$ cat config.mk
export PLATFORM = sky130hd
export DESIGN_NAME = instr_loader
export DESIGN_NICKNAME = d
export VERILOG_FILES = /design/src/rtl/instr_loader.sv
export SDC_FILE = /design/constraint.sdc
export NUM_CORES = 1
export LEC_CHECK = 0
export BUFFER_PORTS_ARGS = -buffer_cell sky130_fd_sc_hd__buf_2
export CAP_MARGIN = 15
export CELL_PAD_IN_SITES_DETAIL_PLACEMENT = 0
export CELL_PAD_IN_SITES_GLOBAL_PLACEMENT = 1
export CORE_ASPECT_RATIO = 1.5
export CORE_MARGIN = 1.5
export CORE_UTILIZATION = 47
export DETAILED_ROUTE_END_ITERATION = 10
export MAX_ROUTING_LAYER = met4
export PLACE_DENSITY = 0.85
export SLEW_MARGIN = 20
export SYNTH_ARGS = -nofsm -noshare
export SYNTH_HDL_FRONTEND = slang
export SYNTH_SLANG_ARGS = --single-unit
$ cat constraint.sdc
create_clock -name i_clk -period 5.4 [get_ports i_clk]
set_clock_uncertainty 0.05 [all_clocks]
set_input_delay 0.81 -clock i_clk [delete_from_list [all_inputs] [get_ports i_clk]]
set_output_delay 0.81 -clock i_clk [all_outputs]
set_load 0.03 [all_outputs]
$ cat src/rtl/instr_loader.sv
// Assembles big-endian bytes from the debug receiver into instruction words and writes them
// to instruction memory at byte addresses 0, 4, 8, ... Define LOADER_TIMEOUT_EN to add the inter-byte timeout.
module instr_loader #(
    parameter int                    DATA_WIDTH     = 32,
    parameter int                    ADDR_WIDTH     = 32,
    parameter int                    MEM_DEPTH      = 256,
    parameter logic [DATA_WIDTH-1:0] HALT_WORD      = 32'hFFFFFFFF,
    parameter int                    TIMEOUT_CYCLES = 100000,
    localparam int                   CW             = $clog2(MEM_DEPTH) + 1
) (
    input  logic                  i_clk,
    input  logic                  i_reset,
    input  logic                  i_start,
    input  logic [7:0]            i_rx_data,
    input  logic                  i_rx_valid,
    output logic                  o_wr_en,
    output logic [ADDR_WIDTH-1:0] o_wr_addr,
    output logic [DATA_WIDTH-1:0] o_wr_data,
    output logic                  o_busy,
    output logic                  o_done,
    output logic                  o_overflow,
`ifdef LOADER_TIMEOUT_EN
    output logic                  o_timeout,
`endif
    output logic [CW-1:0]         o_word_count
);

    localparam logic [1:0] ST_IDLE = 2'd0;
    localparam logic [1:0] ST_RECV = 2'd1;
    localparam logic [1:0] ST_DONE = 2'd2;

    logic [1:0]            state;
    logic [1:0]            byte_idx;
    logic [DATA_WIDTH-9:0] asm_reg;
    logic [ADDR_WIDTH-1:0] next_addr;

    logic last_word;
    logic halt_hit;
    logic finish_load;

    // The word being written in this o_wr_en cycle is the last one if it is the halt word or fills memory.
    assign last_word   = (o_word_count == CW'(MEM_DEPTH - 1));
    assign halt_hit    = (o_wr_data == HALT_WORD);
    assign finish_load = o_wr_en && (halt_hit || last_word);

    assign o_busy = (state == ST_RECV);
    assign o_done = (state == ST_DONE);

`ifdef LOADER_TIMEOUT_EN
    localparam int TW = $clog2(TIMEOUT_CYCLES + 1);
    logic [TW-1:0] idle_cnt;
`endif

    // NOTE: reset is sampled inside the clocked block, so it is synchronous and overrides every other input.
    always_ff @(posedge i_clk) begin
        if (i_reset) begin
            state        <= ST_IDLE;
            byte_idx     <= 2'd0;
            asm_reg      <= '0;
            next_addr    <= '0;
            o_wr_en      <= 1'b0;
            o_wr_addr    <= '0;
            o_wr_data    <= '0;
            o_overflow   <= 1'b0;
            o_word_count <= '0;
`ifdef LOADER_TIMEOUT_EN
            idle_cnt     <= '0;
            o_timeout    <= 1'b0;
`endif
        end else begin
            // NOTE: o_wr_en defaults low every cycle, so the strobe can never stretch past one cycle.
            o_wr_en <= 1'b0;
            case (state)
                ST_IDLE, ST_DONE: begin
                    if (i_start) begin
                        state        <= ST_RECV;
                        byte_idx     <= 2'd0;
                        asm_reg      <= '0;
                        next_addr    <= '0;
                        o_wr_addr    <= '0;
                        o_overflow   <= 1'b0;
                        o_word_count <= '0;
`ifdef LOADER_TIMEOUT_EN
                        idle_cnt     <= '0;
                        o_timeout    <= 1'b0;
`endif
                    end
                end
                ST_RECV: begin
                    if (o_wr_en) begin
                        next_addr    <= next_addr + ADDR_WIDTH'(4);
                        o_word_count <= o_word_count + CW'(1);
                        if (halt_hit) begin
                            state <= ST_DONE;
                        end else if (last_word) begin
                            state      <= ST_DONE;
                            o_overflow <= 1'b1;
                        end
                    end
                    // A byte in the write cycle becomes b0 of the next word unless loading just ended.
                    if (i_rx_valid && !finish_load) begin
                        if (byte_idx == 2'd3) begin
                            o_wr_en   <= 1'b1;
                            o_wr_data <= {asm_reg, i_rx_data};
                            o_wr_addr <= next_addr;
                            asm_reg   <= '0;
                        end else begin
                            asm_reg <= {asm_reg[DATA_WIDTH-17:0], i_rx_data};
                        end
                        byte_idx <= byte_idx + 2'd1;
                    end
`ifdef LOADER_TIMEOUT_EN
                    if (i_rx_valid) begin
                        idle_cnt <= '0;
                    end else if (idle_cnt != TW'(TIMEOUT_CYCLES)) begin
                        idle_cnt <= idle_cnt + TW'(1);
                    end else if (byte_idx != 2'd0) begin
                        state     <= ST_DONE;
                        o_timeout <= 1'b1;
                        byte_idx  <= 2'd0;
                        asm_reg   <= '0;
                    end
`endif
                end
                default: state <= ST_IDLE;
            endcase
        end
    end

endmodule

[Word level (Yosys, flattened, before mapping)]
Cells that the tools add are included.
W data, S select, Z words.
Cells by class
  bitwise gates (word level): 2
  reduce and logical (&&, ||, !) cells: 14
  muxes and demuxes: 27
  equal/unequal tests: 12
  add/sub/neg operators: 3
Operator list (number)
  $mux W32: 4
  $pmux W32 S2: 2
  $mux W24: 3
  $pmux W24 S2: 1
  $add A32 B3 Y32 const B: 1
  $eq A32 B32 Y1 const B: 1
  $mux W9: 2
  $pmux W9 S2: 1
  $mux W2: 6
  $reduce_and A3 Y1: 4
  $add A9 B1 Y9 const B: 1
  $eq A9 B8 Y1 const B: 1
  $pmux W2 S2: 2
  $ne A2 B1 Y1 const B: 3
  $ne A2 B2 Y1 const B: 3
  $mux W1: 5
  $reduce_and A5 Y1: 1
  $eq A2 B2 Y1 const B: 2
  $reduce_and A4 Y1: 1
  $ne A3 B1 Y1 const B: 1
  $reduce_or A3 Y1: 1
  $add A2 B1 Y2 const B: 1
  $eq A2 B1 Y1 const B: 1
  $logic_and A1 B1 Y1: 2
  7 further kinds: 8
Word-level totals
  bits of input ports: 12
  output and inout bits: 77
  bits in registers: 135

[Logic depth before layout (Yosys ltp)]
Gate-level depths: netlist of the first run.
  depth after elaboration: 7
  depth in mapped cells: 10
  mapped depth without buffers: 8

[Worst setup path after synthesis of the first run]
No wires, ideal clock.
  kind: flip-flop to flip-flop
  start: reg o_word_count[0]
  end: reg o_wr_addr[10]
  clock period less this slack: 2.304 ns
  arrival time: 2.183 ns
  data required time: 5.279 ns
  slack: 3.096 ns
  cell stages (with the launch flop): 11
  setup time: 0.071 ns
  path through: dfxtp_1 -> ha_1 -> nand3_1 -> nor2_1 -> ha_1 -> nand2b_1 -> a21oi_1 -> clkbuf_1 -> clkbuf_1 -> o2111ai_1 -> a21oi_1
On the way
  word-level cells in the longest chain between the ends: 7
Ends and longest elaborated chain
  start, declared: line 25  | output logic [CW-1:0] o_word_count
  start signal, assigned: line 92  | o_word_count <= o_word_count + CW'(1);
  $eq A9 B8 Y1: line 42  | assign last_word = (o_word_count == CW'(MEM_DEPTH - 1));
  $logic_or A1 B1 Y1: line 44  | assign finish_load = o_wr_en && (halt_hit || last_word);
  $logic_and A1 B1 Y1: line 44
  $logic_not A1 Y1: line 101  | if (i_rx_valid && !finish_load) begin
  $logic_and A1 B1 Y1: line 101
  $ne A2 B1 Y1 (no line)
  $reduce_and A4 Y1 (no line)
  end signal, assigned: line 105  | o_wr_addr <= next_addr;
  end, declared: line 17  | output logic [ADDR_WIDTH-1:0] o_wr_addr,
No other way between the ends.
A chain may end at the register's enable or synchronous reset.

[Worst setup path after layout of the first run]
  start: reg state[0]
  end: reg o_wr_addr[31]
On the way
  word-level cells in the longest chain between the ends: 4
  elaborated cells on any way between the ends: 10
  classes of those cells: eq/ne: 5; mux: 1; reduce/logical: 4
Ends and longest elaborated chain
  start, declared: line 32  | logic [1:0] state;
  start signal, assigned: line 57  | state <= ST_IDLE;
  start signal, assigned: line 76  | state <= ST_RECV;
  start signal, assigned: line 94  | state <= ST_DONE;
  $eq A2 B2 Y1 or $logic_not A2 Y1 (tied branches): line 73  | case (state)
  $reduce_or A2 Y1: line 73
  $ne A2 B2 Y1 (no line) or $reduce_bool A2 Y1 (tied branches)
  $reduce_and A4 Y1 (no line)
Several ways; a longest one is shown, not always the timed one.

==> results.toml, run 1 <==
[global_route]
grt_max_degree = 108
antenna_found_initial = 0
grt_pass1_vias = 4941
grtUsageTotal_pct = 23.6
grt_pass1_wl_um = 24000
grt-ovfl-total = 0

[cts]
cts.root.buffer_cell = "clkbuf_16"
cts-hold-fix-buffers = 0
clk_latency_ns = 0.41
cts_buffer_depth = 2
cts.sinks = 131
cts_made_buffers = 17
ctsResizeCount = 0
htreeDepth = 4
cts_tree = "done"
clkTransAtPathRegs_ns = 0.05
post-cts-setup-buffers = 0

[worst_setup_path]
crit_fanout = 37
cp_data_required_time_ns = 5.59
cp-end-kind = "flop"
crit_arrival_ns = 3.42
cp_slowest_stage_delay_ns = 0.67
crit_chain = "nand2b_1, inv_2, a21o_1, buf_4, nand2_1, nand3_1, a21oi_1"
critPathLaunchType = "flop"
critical_path.slowest_cell = "nand2_1"
critical_path_class = "flop to flop"

[final_layout]
drive_gt1_share_pct = 19.6
synthToLayoutAreaGrowth_pct = 16.7
top_register = "o_wr_data"
mostFrequentLayoutCell = "dfxtp_1"
fin_nets = 725
biggestRegsByFlops = "o_wr_data x32, next_addr x30, o_wr_addr x30"
layout_common_cells = "dfxtp_1 (131), buf_2 (86), a21oi_1 (52)"
instances_no_fill = 875
num_antenna_cells = 0
largest_reg_flops = 32
final_util_pct = 55.9
n_fill_cell = 1114
finalInstanceArea_sq_mm = 0.00696

[place]
port_buffers = 86
placed_cell_area_sq_mm = 0.00640
pre_cts_ws_ns = 2.17
place_inst = 846
hpwl_um = 9780
gp_congestion = 0.833

[timing]
period_share_pct = 59.7
slew_viol_final = 0
hold_viol = 0
setup_violations = 0
fmax_ghz = 0.310
tightest_slew_ns = 1.05
rsz0062_at_grt = "false"
worst_slack_ns = 2.17
setup_tns_ns = 0
min_period_ns = 3.23
slew_headroom_pct = 29.9

[yosys]
synth_top_family_by_area = "simple AND/OR/NAND/NOR gates"
synthMuxAreaShare_pct = 10.3
synth_fa_ha_area_share_pct = 0.839
syn_area_per_cell_sq_um = 9.19
synth_cell_types = 57
synthCells = 649
yosysWarnings = 0
ys_seq_area_share_pct = 44.0
yosysTopAreaCell = "dfxtp_1"
synthTopCellsByArea = "dfxtp_1 (44%), mux2i_1 (6.9%), nand2b_1 (4.6%)"
synth_compound_area_share_pct = 12.6
synth_area_sq_mm = 0.00596
ys_ff_latch = 131
synth_simple_gate_area_share_pct = 24.8
synth-async-reset-ratio_pct = 0
synth_edf_count = 0
synth.top_cell.area_share_pct = 44.0
ys.flop_type = "dfxtp_1"
yosys.area_share.xor_xnor_pct = 2.50

[floorplan]
fp.dieW_um = 95.0
ioPinCount = 89
fp.dieH_um = 141
core_sq_mm = 0.0124
initial_core_util_pct = 47.9
rows = 50
dieArea_sq_mm = 0.0134

[drt]
vias = 4973
via_per_inst = 5.68
drc = 0
drt-pass1-iter-count = 5
routedWlPerCell_um = 16.8
totalWireLength_um = 14700
drtAntennaViolNets = 0
first_iter_violations = 222

[power_and_ir_drop]
ir_worst_vdd_v = 0.000196
p_leak_nw = 2.89
power.density_mw_per_mm2 = 310

[flow_run]
drv_cap = 0

[hold_path]
worstHoldPathType = "flop to flop"

[outcome]
status = "finished, final reports clean"
-- routing by layer --
metal | global-route usage [%] | vias up | share of wire (%)
met1 | 25.4 | 2421 | 40
met5 | - | - | 0
met3 | 4.48 | 29 | 3.1
li1 | - | 2417 | -
met4 | 9.43 | 0 | 2.6
met2 | 41.6 | 106 | 55
-- cell type report --
cell class	instances	area, sq um	area share, %
Sequential cell	131	2620	37.7
Multi-Input combinational cell	457	3060	43.9
Tap cell	156	195	2.80
Timing Repair Buffer	92	475	6.83
Clock inverter	4	47.5	0.683
Inverter	10	47.5	0.683
Clock buffer	25	515	7.41
-- cells in the mapped netlist (10+ instances only) --
cell       instances
dfxtp_1          131
a21oi_1           53
nand2_1           51
nand2b_1          44
mux2i_1           41
nand3_1           41
clkbuf_1          38
nor2b_1           34
nor2_1            31
o2111ai_1         29
nand4_1           17
mux2_1            14
or3_1             14
xor2_1            12
o31ai_1           10
or4_1             10
-- power breakdown --
group | leakage (nW) | switching [W] | internal [W]
combinational | 1.55 | 0.0000775 | 0.0000223
clock | 0.277 | 0.000390 | 0.000697
sequential | 1.06 | 0.00000159 | 0.000969
total | 2.89 | 0.000469 | 0.00169
-- critical path, delay by kind of cell, from the launching register on --
family,cells,cell delay [ns]
AO/OA/AOI/OAI,2,0.31
buffers and inverters,2,0.94
AND/OR/NAND/NOR,3,1.30
flip-flops,1,0.43
-- worst paths after layout --
kind,startpoint,end,slack [ns],cells past startpoint
worst max register to register,state[0]$_SDFFE_PP0P_,o_wr_addr[31]$_SDFFE_PP0P_,2.17,7
worst min-delay path,o_wr_addr[13]$_SDFFE_PP0P_,o_wr_addr[13]$_SDFFE_PP0P_,0.41,2
worst max-delay path,state[0]$_SDFFE_PP0P_,o_wr_addr[31]$_SDFFE_PP0P_,2.17,7
worst min register to register,o_wr_addr[13]$_SDFFE_PP0P_,o_wr_addr[13]$_SDFFE_PP0P_,0.41,2
-- through the flow --
step	power [W]	hold slack, ns
after floorplan	0.00107	0.399
after global placement	0.00109	0.397
after detailed placement	0.00109	0.403
after CTS	0.00217	0.410
after global routing	0.00222	0.429
final	0.00216	0.407
-- kinds of logic (layout without fill, tap and decap cells) --
family | after synthesis | count (layout)
adders and majority gates | 4 | 4
and+or+nand+nor | 265 | 265
xor gates and xnor gates | 17 | 17
buffers and inverters | 62 | 131
AOI/OAI and AO/OA | 110 | 110
muxes | 59 | 59
other | 1 | 2
DFF | 131 | 131
No activity file was read; power rests on OpenSTA's default activity.
==> run 2, diff against run 1 <==
- ABC_AREA: not set -> 1
- CORE_UTILIZATION: 47 -> 36
- PLACE_DENSITY: 0.85 -> 0.75
- clock period: 5.4 -> 2.83 ns (I/O delays scaled with it)
==> run 2 against run 1 <==
Net effect:
- flip-flop and latch count stayed put
- final area is 14% higher
- worst hold slack worse by 0.17 ns
- combinational power grew to 8.0 times the previous value
- synthesized area is 13% higher
- total power is 130% higher
- non-clock buffer count is 11 higher
- worst setup slack worse by 1.7 ns
- critical path type unchanged
- largest power group unchanged
==> results.toml, run 2 <==
[floorplan]
fp.dieH_um = 171
core_sq_mm = 0.0185
fp.dieW_um = 115
ioPinCount = 89
dieArea_sq_mm = 0.0196
initial_core_util_pct = 36.5
rows = 61

[timing]
timing.hold.ws_ns = 0.239
slew_headroom_pct = 50.3
worst_slack_ns = 0.481
setup_violations = 0
slew_viol_final = 0
rsz0062_at_grt = "false"
min_period_ns = 2.35
hold_viol = 0
fmax_ghz = 0.426
setup_tns_ns = 0
period_share_pct = 83.0
tightest_slew_ns = 0.744

[yosys]
synth.top_cell.area_share_pct = 38.9
yosysTopAreaCell = "dfxtp_1"
yosys.cell_count.top_type = "nand2_1"
ys_seq_area_share_pct = 38.9
synth-async-reset-ratio_pct = 0
synth_edf_count = 0
syn_area_per_cell_sq_um = 6.24
synthTopCellsByArea = "dfxtp_1 (39%), nand2_1 (17%), nor2_1 (10%)"
yosysWarnings = 0
synth_area_sq_mm = 0.00675
ys.flop_type = "dfxtp_1"
synthCells = 1081
ys_ff_latch = 131
synth_cell_types = 36
synthTopCellsByCount = "nand2_1 (314), nor2_1 (184), inv_1 (145), dfxtp_1 (131), nand4_1 (59)"

[final_layout]
top_register = "o_wr_data"
synthToLayoutAreaGrowth_pct = 17.1
finalInstanceArea_sq_mm = 0.00791
instances_no_fill = 1409
layout_common_cells = "nand2_1 (313), nor2_1 (184), inv_1 (144)"
fin_nets = 1160
mostFrequentLayoutCell = "nand2_1"
largest_reg_flops = 32
drive_gt1_share_pct = 12.8
num_antenna_cells = 0
biggestRegsByFlops = "o_wr_data x32, next_addr x30, o_wr_addr x30"

[drt]
via_per_inst = 4.59
first_iter_violations = 359
drc = 0
vias = 6468
routedWlPerCell_um = 12.9
drt-pass1-iter-count = 4
totalWireLength_um = 18200
drtAntennaViolNets = 0

[global_route]
grt-ovfl-total = 0
grt_pass1_vias = 6139
grtUsageTotal_pct = 19.7
antenna_found_initial = 0
grt_max_degree = 82
grt_pass1_wl_um = 29800

[flow_run]
drv_cap = 0

[worst_setup_path]
r2r-end = "o_wr_addr[12]$_SDFFE_PP0P_"
startpoint = "o_word_count[0]$_SDFFE_PP0P_"
reg2reg_depth = 11
crit_arrival_ns = 2.65
critPathLaunchType = "flop"
critical_path_class = "flop to flop"
cp_data_required_time_ns = 3.14
crit_end = "o_wr_addr[12]$_SDFFE_PP0P_"
reg2reg_from = "o_word_count[0]$_SDFFE_PP0P_"
reg2reg_slack_ns = 0.48
cp-end-kind = "flop"
crit_fanout = 34

[place]
pre_cts_ws_ns = 0.458
place_inst = 1377
hpwl_um = 12700
placed_cell_area_sq_mm = 0.00733
port_buffers = 86
gp_congestion = 0.816

[power_and_ir_drop]
ir_worst_vdd_v = 0.000317
power.density_mw_per_mm2 = 627
p_leak_nw = 3.67

[cts]
clkTransAtPathRegs_ns = 0.06
cts_buffer_depth = 2
cts.sinks = 131
cts_made_buffers = 17
clk_latency_ns = 0.42
ctsResizeCount = 0
post-cts-setup-buffers = 0
cts.root.buffer_cell = "clkbuf_16"
cts-hold-fix-buffers = 0
htreeDepth = 4
cts_tree = "done"

[hold_path]
worstHoldPathType = "primary input to flop"

[outcome]
status = "finished, final reports clean"
-- run 2: changes by cell type in the layout (fill, tap and decap cells not counted), sizes merged, moves of 30 or more --
cell,delta
inv,+141
nand4,+40
nor2,+159
nand2,+263
mux2i,-41
nor2b,-34
nand2b,-44
o2111ai,-30
-- run 2: logic make-up (layout without fill, tap and decap cells) --
kind of cell / after synthesis / in the layout / share of synthesized area, %
fa+ha+maj: 4 / 4 / 0.741
buf+inv: 221 / 296 / 13.5
compound gates: 80 / 80 / 6.28
other cells: 1 / 2 / 0.0556
xor+xnor: 2 / 2 / 0.260
simple gates: 642 / 642 / 40.3
flops: 131 / 131 / 38.9
-- run 2: routing by layer --
layer | GRT usage, % | wire length, um
met5 | - | 0
met4 | 4.88 | 180
met3 | 3.37 | 427
met2 | 37.2 | 9720
met1 | 21.2 | 7840
-- run 2: layout make-up --
class,instances,area (sq um)
Sequential cell,131,2620
Fill cell,2083,10600
Clock inverter,9,105
Multi-Input combinational cell,730,3220
Tap cell,252,315
Inverter,161,604
Clock buffer,23,468
Timing Repair Buffer,103,571
-- run 2: metrics by stage --
step | utilization [%] | power (W)
final | 42.8 | 0.00496
after global routing | 42.8 | 0.00519
after CTS | 42.8 | 0.00502
after detailed placement | 39.7 | 0.00285
after global placement | 39.7 | 0.00285
after floorplan | - | 0.00266
-- run 2: how the worst min path moves through the flow --
stage | start | end | slack [ns] | cells past startpoint
5_1_grt | i_start | state[1]$_SDFFE_PP0P_ | 0.25 | 4
2_1_floorplan | next_addr[20]$_SDFFE_PP0P_ | next_addr[20]$_SDFFE_PP0P_ | 0.40 | 2
3_3_place_gp | o_word_count[1]$_SDFFE_PP0P_ | o_word_count[1]$_SDFFE_PP0P_ | 0.43 | 2
6_report | i_start | state[1]$_SDFFE_PP0P_ | 0.24 | 4
4_1_cts | i_start | state[1]$_SDFFE_PP0P_ | 0.23 | 4
3_5_place_dp | next_addr[20]$_SDFFE_PP0P_ | next_addr[20]$_SDFFE_PP0P_ | 0.43 | 2
-- run 2: power by group --
group | total, W | switching, W | internal (W) | leakage [nW]
Clock | 0.00215 | 0.000815 | 0.00134 | 0.281
Sequential | 0.00200 | 0.0000563 | 0.00195 | 1.07
Combinational | 0.000800 | 0.000560 | 0.000239 | 2.32
-- run 2: worst max-delay path: stages, from the launching register on --
cell and delay, ns:
dfxtp_1 0.34, ha_1 0.23, nand3_1 0.10, nor4_1 0.06
ha_1 0.22, inv_1 0.06, nand2_1 0.05, nand2_1 0.14
nand3_2 0.59, nand2_1 0.23, clkinv_1 0.09, nor2_1 0.11
